**src/rtl/mod12_stim_sequencer_if.sv**
```systemverilog
// Command port of the mod-12 stimulus sequencer: valid/ready handshake carrying an op and argument.
interface mod12_stim_sequencer_if;
  logic       cmd_valid;
  logic       cmd_ready;
  logic [1:0] cmd_op;
  logic [3:0] cmd_arg;

  modport master (output cmd_valid, cmd_op, cmd_arg, input cmd_ready);
  modport slave  (input cmd_valid, cmd_op, cmd_arg, output cmd_ready);
endinterface

```
**src/rtl/mod12_stim_sequencer.sv**
```systemverilog
// Drives load/mode/datain of a mod-MOD up/down counter from queued commands and checks its
// dataout against a cycle-exact internal copy of the counter.
module mod12_stim_sequencer #(
  parameter int ERR_W = 8,
  parameter int MOD   = 12
) (
  input  logic                 clk,
  input  logic                 rst,
  mod12_stim_sequencer_if.slave cmd,
  output logic                 cnt_load,
  output logic                 cnt_mode,
  output logic [3:0]           cnt_datain,
  input  logic [3:0]           cnt_dataout,
  output logic [3:0]           exp_count,
  output logic                 busy,
  output logic                 done,
  output logic                 mismatch,
  output logic                 illegal,
  output logic [ERR_W-1:0]     err_cnt
);

  localparam logic [1:0] OP_LOAD = 2'b00;
  localparam logic [1:0] OP_UP   = 2'b01;
  localparam logic [1:0] OP_WAIT = 2'b11;
  localparam logic [3:0] MAX_VAL = 4'(MOD - 1);
  localparam logic [4:0] MOD_W   = 5'(MOD);

  typedef enum logic [1:0] {S_IDLE, S_LOAD, S_RUN} state_t;

  state_t           state_q;
  logic [3:0]       remain_q;
  logic             cnt_load_q;
  logic             cnt_mode_q;
  logic [3:0]       cnt_datain_q;
  logic [3:0]       exp_q;
  logic [3:0]       exp_d;
  logic             busy_q;
  logic             done_q;
  logic             mismatch_q;
  logic             illegal_q;
  logic             armed_q;
  logic [ERR_W-1:0] err_q;
  logic             accept;

  // Model advances from the same registered controls the counter sees, so it tracks even when idle.
  always_comb begin
    exp_d = exp_q;
    if (cnt_load_q) begin
      exp_d = cnt_datain_q;
    end else if (cnt_mode_q) begin
      exp_d = (exp_q == MAX_VAL) ? 4'd0 : exp_q + 4'd1;
    end else begin
      exp_d = (exp_q == 4'd0) ? MAX_VAL : exp_q - 4'd1;
    end
  end

  assign cmd.cmd_ready = (state_q == S_IDLE) && rst;
  assign accept        = cmd.cmd_valid && cmd.cmd_ready;

  always_ff @(posedge clk or negedge rst) begin
    if (!rst) begin
      state_q      <= S_IDLE;
      remain_q     <= 4'd0;
      cnt_load_q   <= 1'b0;
      cnt_mode_q   <= 1'b1;
      cnt_datain_q <= 4'd0;
      exp_q        <= 4'd0;
      busy_q       <= 1'b0;
      done_q       <= 1'b0;
      mismatch_q   <= 1'b0;
      illegal_q    <= 1'b0;
      armed_q      <= 1'b0;
      err_q        <= '0;
    end else begin
      exp_q  <= exp_d;
      done_q <= 1'b0;

      // Checking stays off until a LOAD has put the counter in a known state.
      if (armed_q && (cnt_dataout != exp_q)) begin
        mismatch_q <= 1'b1;
        if (err_q != '1) err_q <= err_q + 1'b1;
      end

      case (state_q)
        S_IDLE: begin
          if (accept) begin
            if (cmd.cmd_op == OP_LOAD) begin
              if ({1'b0, cmd.cmd_arg} < MOD_W) begin
                cnt_load_q   <= 1'b1;
                cnt_datain_q <= cmd.cmd_arg;
                state_q      <= S_LOAD;
              end else begin
                illegal_q <= 1'b1;
                done_q    <= 1'b1;
              end
            end else begin
              if (cmd.cmd_op != OP_WAIT) cnt_mode_q <= (cmd.cmd_op == OP_UP);
              if (cmd.cmd_arg == 4'd0) begin
                done_q <= 1'b1;
              end else begin
                remain_q <= cmd.cmd_arg;
                busy_q   <= 1'b1;
                state_q  <= S_RUN;
              end
            end
          end
        end
        S_LOAD: begin
          cnt_load_q <= 1'b0;
          armed_q    <= 1'b1;
          done_q     <= 1'b1;
          state_q    <= S_IDLE;
        end
        S_RUN: begin
          remain_q <= remain_q - 4'd1;
          if (remain_q == 4'd1) begin
            busy_q  <= 1'b0;
            done_q  <= 1'b1;
            state_q <= S_IDLE;
          end
        end
        default: state_q <= S_IDLE;
      endcase
    end
  end

  assign cnt_load   = cnt_load_q;
  assign cnt_mode   = cnt_mode_q;
  assign cnt_datain = cnt_datain_q;
  assign exp_count  = exp_q;
  assign busy       = busy_q;
  assign done       = done_q;
  assign mismatch   = mismatch_q;
  assign illegal    = illegal_q;
  assign err_cnt    = err_q;

endmodule

```
**src/flat_wrapper.sv**
```systemverilog
// flat-port wrapper written by rule: the top's interface ports become plain ports
module mod12_stim_sequencer_flat 
#(
  parameter int ERR_W = 8,
  parameter int MOD   = 12
)
  (clk, rst, cnt_load, cnt_mode, cnt_datain, cnt_dataout, exp_count, busy, done, mismatch, illegal, err_cnt, cmd_cmd_valid, cmd_cmd_op, cmd_cmd_arg, cmd_cmd_ready);
  mod12_stim_sequencer_if cmd_i ();
  input  logic clk;
  input  logic rst;
  output logic cnt_load;
  output logic cnt_mode;
  output logic [3:0] cnt_datain;
  input  logic [3:0] cnt_dataout;
  output logic [3:0] exp_count;
  output logic busy;
  output logic done;
  output logic mismatch;
  output logic illegal;
  output logic [ERR_W-1:0] err_cnt;
  input wire logic [$bits(cmd_i.cmd_valid)-1:0] cmd_cmd_valid;
  input wire logic [$bits(cmd_i.cmd_op)-1:0] cmd_cmd_op;
  input wire logic [$bits(cmd_i.cmd_arg)-1:0] cmd_cmd_arg;
  output wire logic [$bits(cmd_i.cmd_ready)-1:0] cmd_cmd_ready;
  assign cmd_i.cmd_valid = cmd_cmd_valid;
  assign cmd_i.cmd_op = cmd_cmd_op;
  assign cmd_i.cmd_arg = cmd_cmd_arg;
  assign cmd_cmd_ready = cmd_i.cmd_ready;
  mod12_stim_sequencer #(.ERR_W(ERR_W), .MOD(MOD)) u_core (.clk(clk), .rst(rst), .cmd(cmd_i), .cnt_load(cnt_load), .cnt_mode(cnt_mode), .cnt_datain(cnt_datain), .cnt_dataout(cnt_dataout), .exp_count(exp_count), .busy(busy), .done(done), .mismatch(mismatch), .illegal(illegal), .err_cnt(err_cnt));
endmodule
```
**config.mk**
```make
export PLATFORM = sky130hd
export DESIGN_NAME = mod12_stim_sequencer_flat
export DESIGN_NICKNAME = d
export VERILOG_FILES = /design/src/rtl/mod12_stim_sequencer_if.sv /design/src/rtl/mod12_stim_sequencer.sv /design/src/flat_wrapper.sv
export SDC_FILE = /design/constraint.sdc
export NUM_CORES = 1
export LEC_CHECK = 0
export CAP_MARGIN = 20
export CORE_MARGIN = 8
export CORE_UTILIZATION = 31
export CTS_CLUSTER_SIZE = 40
export DETAILED_ROUTE_END_ITERATION = 7
export DONT_BUFFER_PORTS = 1
export MAX_ROUTING_LAYER = met4
export SYNTH_ARGS = -nofsm -noshare
export SYNTH_HDL_FRONTEND = slang
export SYNTH_SLANG_ARGS = --single-unit
export TNS_END_PERCENT = 20
```
**constraint.sdc**
```tcl
create_clock -name clk -period 1.88 [get_ports clk]
set_input_delay 0.376 -clock clk [delete_from_list [all_inputs] [get_ports clk]]
set_output_delay 0.376 -clock clk [all_outputs]
set_load 0.05 [all_outputs]
```
==> results.md, run 1 <==
- Post-Synthesis Net Count: 171
- Critical path startpoint category: flop
- Drt wl/cell: 14.7 um
- Sink Count: 29
- Hold_sp: cmd_cmd_arg[3]
- Max stage delay on crit path: 460 ps
- ANT cells: 0
- Root Buffer: clkbuf_8
- Final non-filler cell area: 1890 sq um
- #FFs+latches synth: 29
- Die area: 7740 sq um
- Post-synth ARST share: 100%
- Initial antenna violation count: 0
- Core area: 5040 sq um
- Vias: 1,169
- CP max FO: 8
- Crit Path Class: reg -> reg
- Synth Flop Type: dfrtp_1
- Final GP Congestion: 0.741
- Post-Place Cells: 231
- Yosys cell types: 41
- Die Width: 88.0 um
- CTS tree: done
- Number of synthesized flops with an enable pin: 0
- RR Startpoint: u_core.exp_count[0]
- Die Y: 88.0 um
- Cts repair resizes: 0
- Layout cells sized above 1: 24.6%
- Hold Vio Cnt, Final: 0
- Outcome: complete, no violations
- Worst clock skew: 5.56 ps
- Vias in the first global route: 1,182
- Pin count of the biggest net entering global routing: 30
- Post-layout nets: 190
- DP Area: 1780 sq um
- DRC Markers: 0
- Final Slew Violations: 0
- DRT antenna net count: 0
- CTS clock-pin slew for the worst setup and hold paths: 60 ps
- Leakage: 0.000872 uW
- Worst path arrival time: 1830 ps
- Sequential element share of the synthesized area: 45.3%
- Relative slew slack: 64.4%
- Htree depth: 2
- Mean Syn Cell Area: 10.6 sq um
- GRT overflow: 0
- Hold WC Path Type: in -> reg
- Number of I/O pins: 36
- Avg Vias per Cell: 4.85
- Layout area overhead: 17.9%
- 1st-iter DRT viols: 35
- Global Route Usage Sum: 10.4%
- WP data required: 2080 ps
- Total chip power: 3390 uW
- Most common cell after layout, fill and taps aside: dfrtp_1
- Maxcap violations: 0
- CP max-delay cell: dfrtp_1
- CTS buffer count: 5
- Initial Utilization: 31.8%
- First-pass GRT wire length: 5940 um
- Slew at the pin closest to its max-slew limit: 534 ps
- # rows: 26
- Mapped Cells: 151
- Max Fclk: 0.612 GHz
- Nature of the critical path endpoint: flop
- Yosys warns: 0
- Most frequent cells in the layout: 28 x dfrtp_1, 17 x nand2_1, 15 x buf_4
- TNS Setup: 0 ps
- Drt total wl: 3550 um
- IO Port Bufs: 0
- Final core utilization: 37.5%
- VDD IR max: 0.630 mV
- Pre-antenna DRT Iters: 4
- Clk_lat worst skew: 280 ps
- Unrepaired setup endpoints after global routing: false
- Post-route insts no fill: 241
- Syn Std Cell Area: 1610 sq um
- Fin crit period: 1630 ps
- Hpwl dp: 2630 um
- Cells along the critical path: inv_1, ha_1, or3b_2, a21oi_1, nor2_1, o21ai_0
- CP startpoint: u_core.exp_count[0]
- Tcrit/Tclk final: 86.9%
- CTS Buffer Depth: 2
- Power Density: 1790 nW/um^2
- Final setup fails: 0
==> final timing paths <==
check / endpoint / cells past startpoint / slack (ps)
max in group asynchronous: u_core.cnt_mode / 2 / 1110
min reg2reg: u_core.remain_q[3] / 1 / 520
min: u_core.remain_q[3] / 2 / 230
max reg2reg: u_core.exp_count[0] / 6 / 250
min in group asynchronous: u_core.err_cnt[1] / 2 / 540
max: u_core.exp_count[0] / 6 / 250
==> critical path, delay by kind of cell, from the launching register on <==
kind                       cells  cell delay, ps
DFF                            1             460
buffers and inverters          1             110
and+or+nand+nor                2             500
AOI/OAI and AO/OA              2             280
adders and majority gates      1             200
==> Yosys cell counts, types with 2 or more instances <==
| master | instances | area, sq um |
|---|---|---|
| a31oi_1 | 3 | 18.8 |
| dfrtp_1 | 28 | 701 |
| a21oi_1 | 2 | 10.0 |
| a211oi_1 | 2 | 15.0 |
| xor2_1 | 2 | 17.5 |
| and4_1 | 2 | 17.5 |
| nand2_1 | 17 | 63.8 |
| nor2b_1 | 3 | 18.8 |
| xnor2_1 | 9 | 78.8 |
| mux2_2 | 6 | 67.6 |
| nor2_1 | 5 | 18.8 |
| inv_1 | 8 | 30.0 |
| nand4_2 | 2 | 25.0 |
| mux2i_1 | 3 | 30.0 |
| nand3_1 | 5 | 25.0 |
| o21a_1 | 2 | 15.0 |
| and3_1 | 3 | 18.8 |
| clkbuf_1 | 3 | 11.3 |
| nand3b_1 | 2 | 15.0 |
| o21ai_0 | 8 | 40.0 |
| o211ai_1 | 3 | 22.5 |
| nand4_1 | 5 | 31.3 |
| ha_1 | 7 | 87.6 |
| nand2b_1 | 4 | 25.0 |
==> state kept, by name, indices dropped and copies added, names as in the netlist <==
signal	flops
u_core.armed_q	1
u_core.busy	1
u_core.cnt_datain	4
u_core.cnt_load	1
u_core.cnt_mode	1
u_core.done	1
u_core.err_cnt	8
u_core.exp_count	4
u_core.illegal	1
u_core.mismatch	1
u_core.remain_q	4
u_core.state_q	2
==> cell families after synthesis <==
kind of cell	count (synthesis)	share of synthesized area [%]
AND/OR/NAND/NOR	57	22.7
buffers and inverters	13	3.74
flip-flops	29	45.3
XOR/XNOR	11	6.00
multiplexers	10	7.01
AO/OA/AOI/OAI	24	9.82
adder cells (fa/ha/maj)	7	5.46
==> report_power, final <==
group | leakage (uW) | switching (uW) | internal [uW]
registers | 0.000354 | 541 | 874
logic | 0.000472 | 892 | 595
clock network | 0.0000450 | 232 | 256
total | 0.000872 | 1670 | 1720
==> metal layers <==
metal	vias to the layer above	track usage, %	part of all wire [%]
li1	570	-	-
met1	563	11.7	45
met2	29	15.0	44
met3	7	4.50	9.6
met4	0	5.63	1.8
met5	-	-	0
==> through the flow <==
stage,setup WS [ps],hold slack [ps]
2_1_floorplan,105,80.4
5_1_grt,94.2,228
4_1_cts,223,219
3_5_place_dp,274,81.8
6_report,247,228
3_3_place_gp,293,82.1
==> final cells by class <==
cell class                 count  area [sq um]
fill                         501          3150
timing repair buffer          17           143
clock inverter                 2          10.0
tap                           70          87.6
inverter                       8          30.0
multi-input combinational    109           823
clock buffer                   6          72.6
sequential                    29           727
==> what timing repair did <==
action | in CTS | in global routing
hold endpoints to repair | 29 | 0
endpoints found under the setup margin | 0 | 0
buffers inserted | 0 | 0
hold buffers | 2 | 0
(Power assumes the default switching activity.)
==> inputs of run 2 (changes only) <==
ABC_AREA = 1   (was not set)
==> run 2 against run 1 <==
  * Flip-flop and latch count is the same
  * Synthesized area grew 8.8%
  * Via count rose by 27%
  * Critical path depth decreased by 2
  * Worst setup slack worse by 19 ps
  * Die area is 7.2% higher
  * Synthesized cell count up 48%
  * Clock power rose by 1%
==> results.md, run 2 <==
- Outcome: complete, no violations
- CTS buffer count: 5 (unchanged)
- # rows: 27 (+3.8%)
- Layout cells sized above 1: 16.7% (-7.9 points)
- Hold_sp: cmd_cmd_arg[1]
- Power Density: 1690 nW/um^2 (-5.9%)
- Hpwl dp: 2950 um (+12%)
- Crit Path Class: reg -> out
- Most common cell after layout, fill and taps aside: nand2_1
- Post-CTS setup buffer count: 0 (unchanged)
- TNS Setup: 0 ps (unchanged)
- Mean Syn Cell Area: 7.80 sq um (-27%)
- Hold Vio Cnt, Final: 0 (unchanged)
- Syn Std Cell Area: 1750 sq um (+8.8%)
- CP top delay family: flip-flops
- CP max FO: 4 (-4)
- Hold Path Sink: u_core.cnt_datain[1]
- Critical path startpoint category: flop
- Final core utilization: 37.3% (-0.21 points)
- Nature of the critical path endpoint: output port
- DRT antenna net count: 0 (unchanged)
- Vias in the first global route: 1,372 (+16%)
- Buf+Inv Stages, Crit Path: 2 (+1)
- Post-synth top cells: 75 x nand2_1, 28 x dfrtp_1, 25 x inv_1
- Crit path depth: 4 (-2)
- Clk_lat worst skew: 280 ps (about the same)
- Final setup fails: 0 (unchanged)
- Initial Utilization: 31.9% (+0.080 points)
- Drt total wl: 3950 um (+11%)
- Most frequent cells in the layout: 75 x nand2_1, 28 x dfrtp_1, 25 x inv_1
- Vias: 1,485 (+27%)
- IO Port Bufs: 0 (unchanged)
- Mapped Cells: 224 (+48%)
- Unrepaired setup endpoints after global routing: false
- Fill cell count: 597 (+19%)
- Total chip power: 3440 uW (+1.6%)
- Final GP Congestion: 0.806 (+8.7%)
- Pre-antenna DRT Iters: 4 (unchanged)
- DRC Markers: 0 (unchanged)
- VDD IR max: 0.761 mV (+21%)
- Sink Count: 29 (unchanged)
- 1st-iter DRT viols: 91 (+160%)
- Die Width: 91.1 um (+3.5%)
- Slack of the worst reg-to-reg path: 540 ps (+290 ps)
- Post-route insts no fill: 318 (+32%)
- Worst slack, placed: 534 ps (+260 ps)
- CP max-delay cell: dfrtp_1
- Pin count of the biggest net entering global routing: 30 (unchanged)
- First-pass GRT wire length: 6830 um (+15%)
- Top-count cell post-synth: nand2_1
- Post-synth top area cell: dfrtp_1
- Hold WC Path Type: in -> reg
- CTS Buffer Depth: 2 (unchanged)
- Number of synthesized flops with an enable pin: 0 (unchanged)
- Tcrit/Tclk final: 87.9% (+0.99 points)
- Post-synth ARST share: 100% (unchanged)
- Slew at the pin closest to its max-slew limit: 608 ps (+74.2 ps)
- RR Endpoint: u_core.err_cnt[2]
- Post-layout nets: 265 (+39%)
- Fin crit period: 1650 ps (+18.6 ps)
- Max Fclk: 0.605 GHz (-1.1%)
- Synth Flop Type: dfrtp_1
- Yosys cell types: 31 (-24%)
- Root Buffer: clkbuf_8
- Max stage delay on crit path: 410 ps (-50 ps)
- Leakage: 0.00108 uW (+24%)
- #FFs+latches synth: 29 (unchanged)
- RR Startpoint: u_core.exp_count[2]
- Number of I/O pins: 36 (unchanged)
- Layout area overhead: 17.0%
- Yosys warns: 0 (unchanged)
- Cells along the critical path: nor2_2, inv_2, nor2_4, buf_4
- FF-to-FF path depth: 8 (+2)
- Final setup margin: 228 ps (-18.6 ps)
- GRT overflow: 0 (unchanged)
- Share of the synthesized area in the top cell type: 40.1% (-3.5 points)
- CTS clock-pin slew for the worst setup and hold paths: 60 ps (about the same)
- Final Slew Violations: 0 (unchanged)
- Hold Path Cell Cnt: 2 (unchanged)
- Leading post-synthesis cells by cell area: dfrtp_1 40%, nand2_1 16%, inv_1 5.4%, ha_1 5.0%, o21ai_0 4.9%
- Htree depth: 2 (unchanged)
- Avg Vias per Cell: 4.67 (-3.7%)
- Die area: 8290 sq um (+7.2%)
- CTS tree: done
- ANT cells: 0 (unchanged)
- Post-Place Cells: 308 (+33%)
- Maxcap violations: 0 (unchanged)
- Max reg flops: 8 (unchanged)
- Die Y: 91.1 um (+3.5%)
- Sequential element share of the synthesized area: 41.6% (-3.7 points)
- WP data required: 1500 ps (-580 ps)
- Core area: 5470 sq um (+8.5%)
- Worst clock skew: 4.90 ps (-0.656 ps)
- Global Route Usage Sum: 10.3% (-0.034 points)
- Post-Synthesis Net Count: 244 (+43%)
- Initial antenna violation count: 0 (unchanged)
- Relative slew slack: 59.5% (-4.9 points)
- Worst path arrival time: 1280 ps (-550 ps)
- Drt wl/cell: 12.4 um (-16%)
[run 2: timing repair]
| item | 4_1_cts | 5_1_grt |
|---|---|---|
| endpoints found under the hold margin | 29 | 0 |
| hold buffers | 2 | 0 |
| resized for setup | 0 | 0 |
[run 2: metrics by stage]
| step | cell area (sq um) | hold slack (ps) |
|---|---|---|
| after floorplan | 1750 | 80.4 |
| after global placement | 1930 | 82.4 |
| after detailed placement | 1930 | 82.3 |
| after CTS | 2040 | 202 |
| after global routing | 2040 | 206 |
| final | 2040 | 215 |
[run 2: routing by layer]
metal | routed length, um | GRT usage [%] | up-vias | share of wire [%]
li1 | - | - | 767 | -
met1 | 1780 | 12.3 | 673 | 45
met2 | 1810 | 15.1 | 40 | 46
met3 | 314 | 4.86 | 5 | 7.9
met4 | 46 | 3.27 | 0 | 1.2
met5 | 0 | - | - | 0
[run 2: how the worst max path moves through the flow]
stage | start | to
after global routing | u_core.state_q[1] | cmd_cmd_ready
after detailed placement | u_core.state_q[1] | cmd_cmd_ready
final | u_core.state_q[1] | cmd_cmd_ready
after global placement | u_core.state_q[1] | cmd_cmd_ready
after floorplan | u_core.err_cnt[0] | u_core.err_cnt[6]
after CTS | u_core.state_q[1] | cmd_cmd_ready
[run 2: power breakdown]
group	switching [uW]	internal [uW]	total, uW
Combinational	1030	524	1550
Clock	238	256	494
Sequential	540	860	1400
Total	1800	1640	3440
[run 2: final cells by class]
cell class / instances / area [sq um] / share of cell area (%)
Timing Repair Buffer: 15 / 128 / 6.25
Multi-Input combinational cell: 165 / 907 / 44.4
Clock buffer: 6 / 72.6 / 3.55
Clock inverter: 2 / 10.0 / 0.490
Inverter: 29 / 109 / 5.33
Tap cell: 72 / 90.1 / 4.41
Sequential cell: 29 / 727 / 35.6
[run 2: kinds of logic (layout without fill, tap and decap cells)]
logic type | count (synthesis) | in the layout | share of synthesized area [%]
AOI/OAI and AO/OA | 25 | 25 | 7.95
buffers and inverters | 30 | 52 | 6.45
DFF | 29 | 29 | 41.6
xor gates and xnor gates | 7 | 7 | 3.51
and+or+nand+nor | 126 | 126 | 35.5
adders and majority gates | 7 | 7 | 5.01
==> inputs of run 3 (changes only) <==
clock period = 1.93 ns   (was 1.88 ns; I/O delays follow)
==> run 3 against run 2 <==
  * Sequential power decreased by 4%
  * Cell count decreased by 0.31%
  * Global-route usage increased by 0.21 points
  * Clock-buffer cell count unchanged
  * Core utilization decreased by 0.14 points
  * Register-to-register slack improved by 50 ps
  * Combinational power about the same
  * Power decreased by 2.4%
  * Non-clock buffer count decreased by 1
==> results.md, run 3 (synthesis results as in run 2) <==
- Vias: 1,454 (-2.1%)
- M3 GR Usage: 3.70% (-1.2 points)
- Post-layout nets: 264 (-0.38%)
- Worst path arrival time: 1270 ps (about the same)
- # rows: 27 (unchanged)
- Clk_lat worst skew: 270 ps (about the same)
- Tcrit/Tclk final: 85.7%
- Final non-filler cell area: 2040 sq um (-0.37%)
- CP max FO: 4 (unchanged)
- Post-route insts no fill: 317 (-0.31%)
- DP Area: 1920 sq um (-0.39%)
- Int Power: 1600 uW (-2.6%)
- Outcome: complete, no violations
- Grt peak-use layer: met2
- Nature of the critical path endpoint: output port
- Final GP Congestion: 0.852 (+5.8%)
- Die Y: 91.1 um (unchanged)
- Slew at the pin closest to its max-slew limit: 620 ps (+11.9 ps)
- Initial Utilization: 31.9% (unchanged)
- Drt wl/cell: 12.7 um (+2.1%)
- DRT antenna net count: 0 (unchanged)
- Core area: 5470 sq um (unchanged)
- Max stage delay on crit path: 400 ps (about the same)
- Post-Place Cells: 307 (-0.32%)
- Pre-antenna DRT Iters: 4 (unchanged)
- Avg Vias per Cell: 4.59 (-1.8%)
- Post-CTS setup buffer count: 0 (unchanged)
- Number of I/O pins: 36 (unchanged)
- Hold WC Path Type: in -> reg
- CTS Buffer Depth: 2 (unchanged)
- Combinational share of power: 45.5% (+0.5 points)
- TNS Setup: 0 ps (unchanged)
- CP max-delay cell: dfrtp_1
- WP data required: 1540 ps (+40 ps)
- Root Buffer: clkbuf_8
- Leakage: 0.00107 uW (-0.51%)
- FF+latch area: 727 sq um (unchanged)
- Cells along the critical path: nor2_2, inv_2, nor2_4, buf_4
- Worst clock skew: 5.79 ps (+0.891 ps)
- Critical path startpoint category: flop
- Die Width: 91.1 um (unchanged)
- 1st-iter DRT viols: 38 (-58%)
- Drt total wl: 4020 um (+1.8%)
- Fill cell count: 567 (-5.0%)
- ANT cells: 0 (unchanged)
- VDD IR max: 0.679 mV (-11%)
- Sink Count: 29 (unchanged)
- Pin count of the biggest net entering global routing: 30 (unchanged)
- GRT met2 Usage: 15.8% (+0.73 points)
- Relative slew slack: 58.7% (-0.80 points)
- Multi-input gate area: 907 sq um (unchanged)
- Layout cells sized above 1: 16.3% (-0.34 points)
- GRT overflow: 0 (unchanged)
- Htree depth: 2 (unchanged)
- Max reg flops: 8 (unchanged)
- Clk network pwr share: 14.3% (about the same)
- Met1 GRT Util: 12.6% (+0.34 points)
- Initial antenna violation count: 0 (unchanged)
- Total chip power: 3360 uW (-2.4%)
- Layout area overhead: 16.5%
- Most frequent cells in the layout: 75 x nand2_1, 28 x dfrtp_1, 25 x inv_1
- Fin crit period: 1650 ps
- Buf+Inv Stages, Crit Path: 2 (unchanged)
- Hpwl dp: 2970 um (+0.73%)
- Die area: 8290 sq um (unchanged)
- Hold Vio Cnt, Final: 0 (unchanged)
- First-pass GRT wire length: 6980 um (+2.2%)
- CTS tree: done
- Reg power frac: 40.2% (-0.4 points)
- Global Route Usage Sum: 10.5% (+0.21 points)
- Most common cell after layout, fill and taps aside: nand2_1
- Net switching power: 1760 uW (-2.2%)
- CTS buffer count: 5 (unchanged)
- IO Port Bufs: 0 (unchanged)
- CTS clock-pin slew for the worst setup and hold paths: 70 ps (about the same)
- Final Slew Violations: 0 (unchanged)
- DRC Markers: 0 (unchanged)
- CP top delay family: flip-flops
- Final setup fails: 0 (unchanged)
- Power Density: 1650 nW/um^2 (-2.0%)
- Crit Path Class: reg -> out
- Unrepaired setup endpoints after global routing: false
- Vias in the first global route: 1,449 (+5.6%)
- Max Fclk: 0.604 GHz
- Maxcap violations: 0 (unchanged)
- Net Sw Frac: 52.5% (+0.10 points)
## run 3: final timing paths
kind                                         start              endpoint  slack, ps  cells past startpoint
worst max-delay path             u_core.state_q[1]         cmd_cmd_ready        280                      4
worst min-delay path                cmd_cmd_arg[1]  u_core.cnt_datain[1]        240                      2
worst max register to register   u_core.err_cnt[7]     u_core.err_cnt[1]        590                      4
worst min register to register  u_core.remain_q[3]    u_core.remain_q[3]        550                      2
max in group asynchronous                      rst       u_core.cnt_mode       1150                      2
min in group asynchronous                      rst     u_core.err_cnt[5]        540                      2
## run 3: what timing repair did
item / 4_1_cts / 5_1_grt
gates resized for setup: 0 / 0
endpoints found under the hold margin: 29 / 0
hold buffers: 2 / 0
## run 3: cell type report
| cell class | instances | share of cell area, % |
|---|---|---|
| Multi-Input combinational cell | 165 | 44.6 |
| Inverter | 29 | 5.35 |
| Timing Repair Buffer | 14 | 5.90 |
| Sequential cell | 29 | 35.7 |
| Clock buffer | 6 | 3.56 |
| Clock inverter | 2 | 0.492 |
| Tap cell | 72 | 4.43 |
## run 3: worst register-to-register path: stages, from the launching register on
cell and delay [ps]:
dfrtp_1 740, nand3_4 210, nand3_4 180, nand2_1 60
nand2_1 70
## run 3: layer usage
layer,wire length (um),part of all wire (%),vias to the layer above
met5,0,0,-
li1,-,-,765
met3,210,5.2,6
met2,1830,46,25
met1,1920,48,658
met4,55,1.4,0
## run 3: through the flow
stage / utilization, % / setup WS [ps] / hold slack (ps)
final: 37.2 / 275 / 237
after detailed placement: 35.1 / 575 / 92.1
after CTS: 37.2 / 266 / 230
after floorplan: - / 264 / 90.4
after global routing: 37.2 / 198 / 234
after global placement: 35.1 / 588 / 91.8
## run 3: power by group through the flow
stage / logic [uW] / clock network [uW] / registers, uW
3_5_place_dp: 1510 / 0 / 1370
6_report: 1530 / 481 / 1350
2_1_floorplan: 904 / 0 / 1600
5_1_grt: 1740 / 527 / 1390
4_1_cts: 1540 / 498 / 1360
3_3_place_gp: 1500 / 0 / 1370
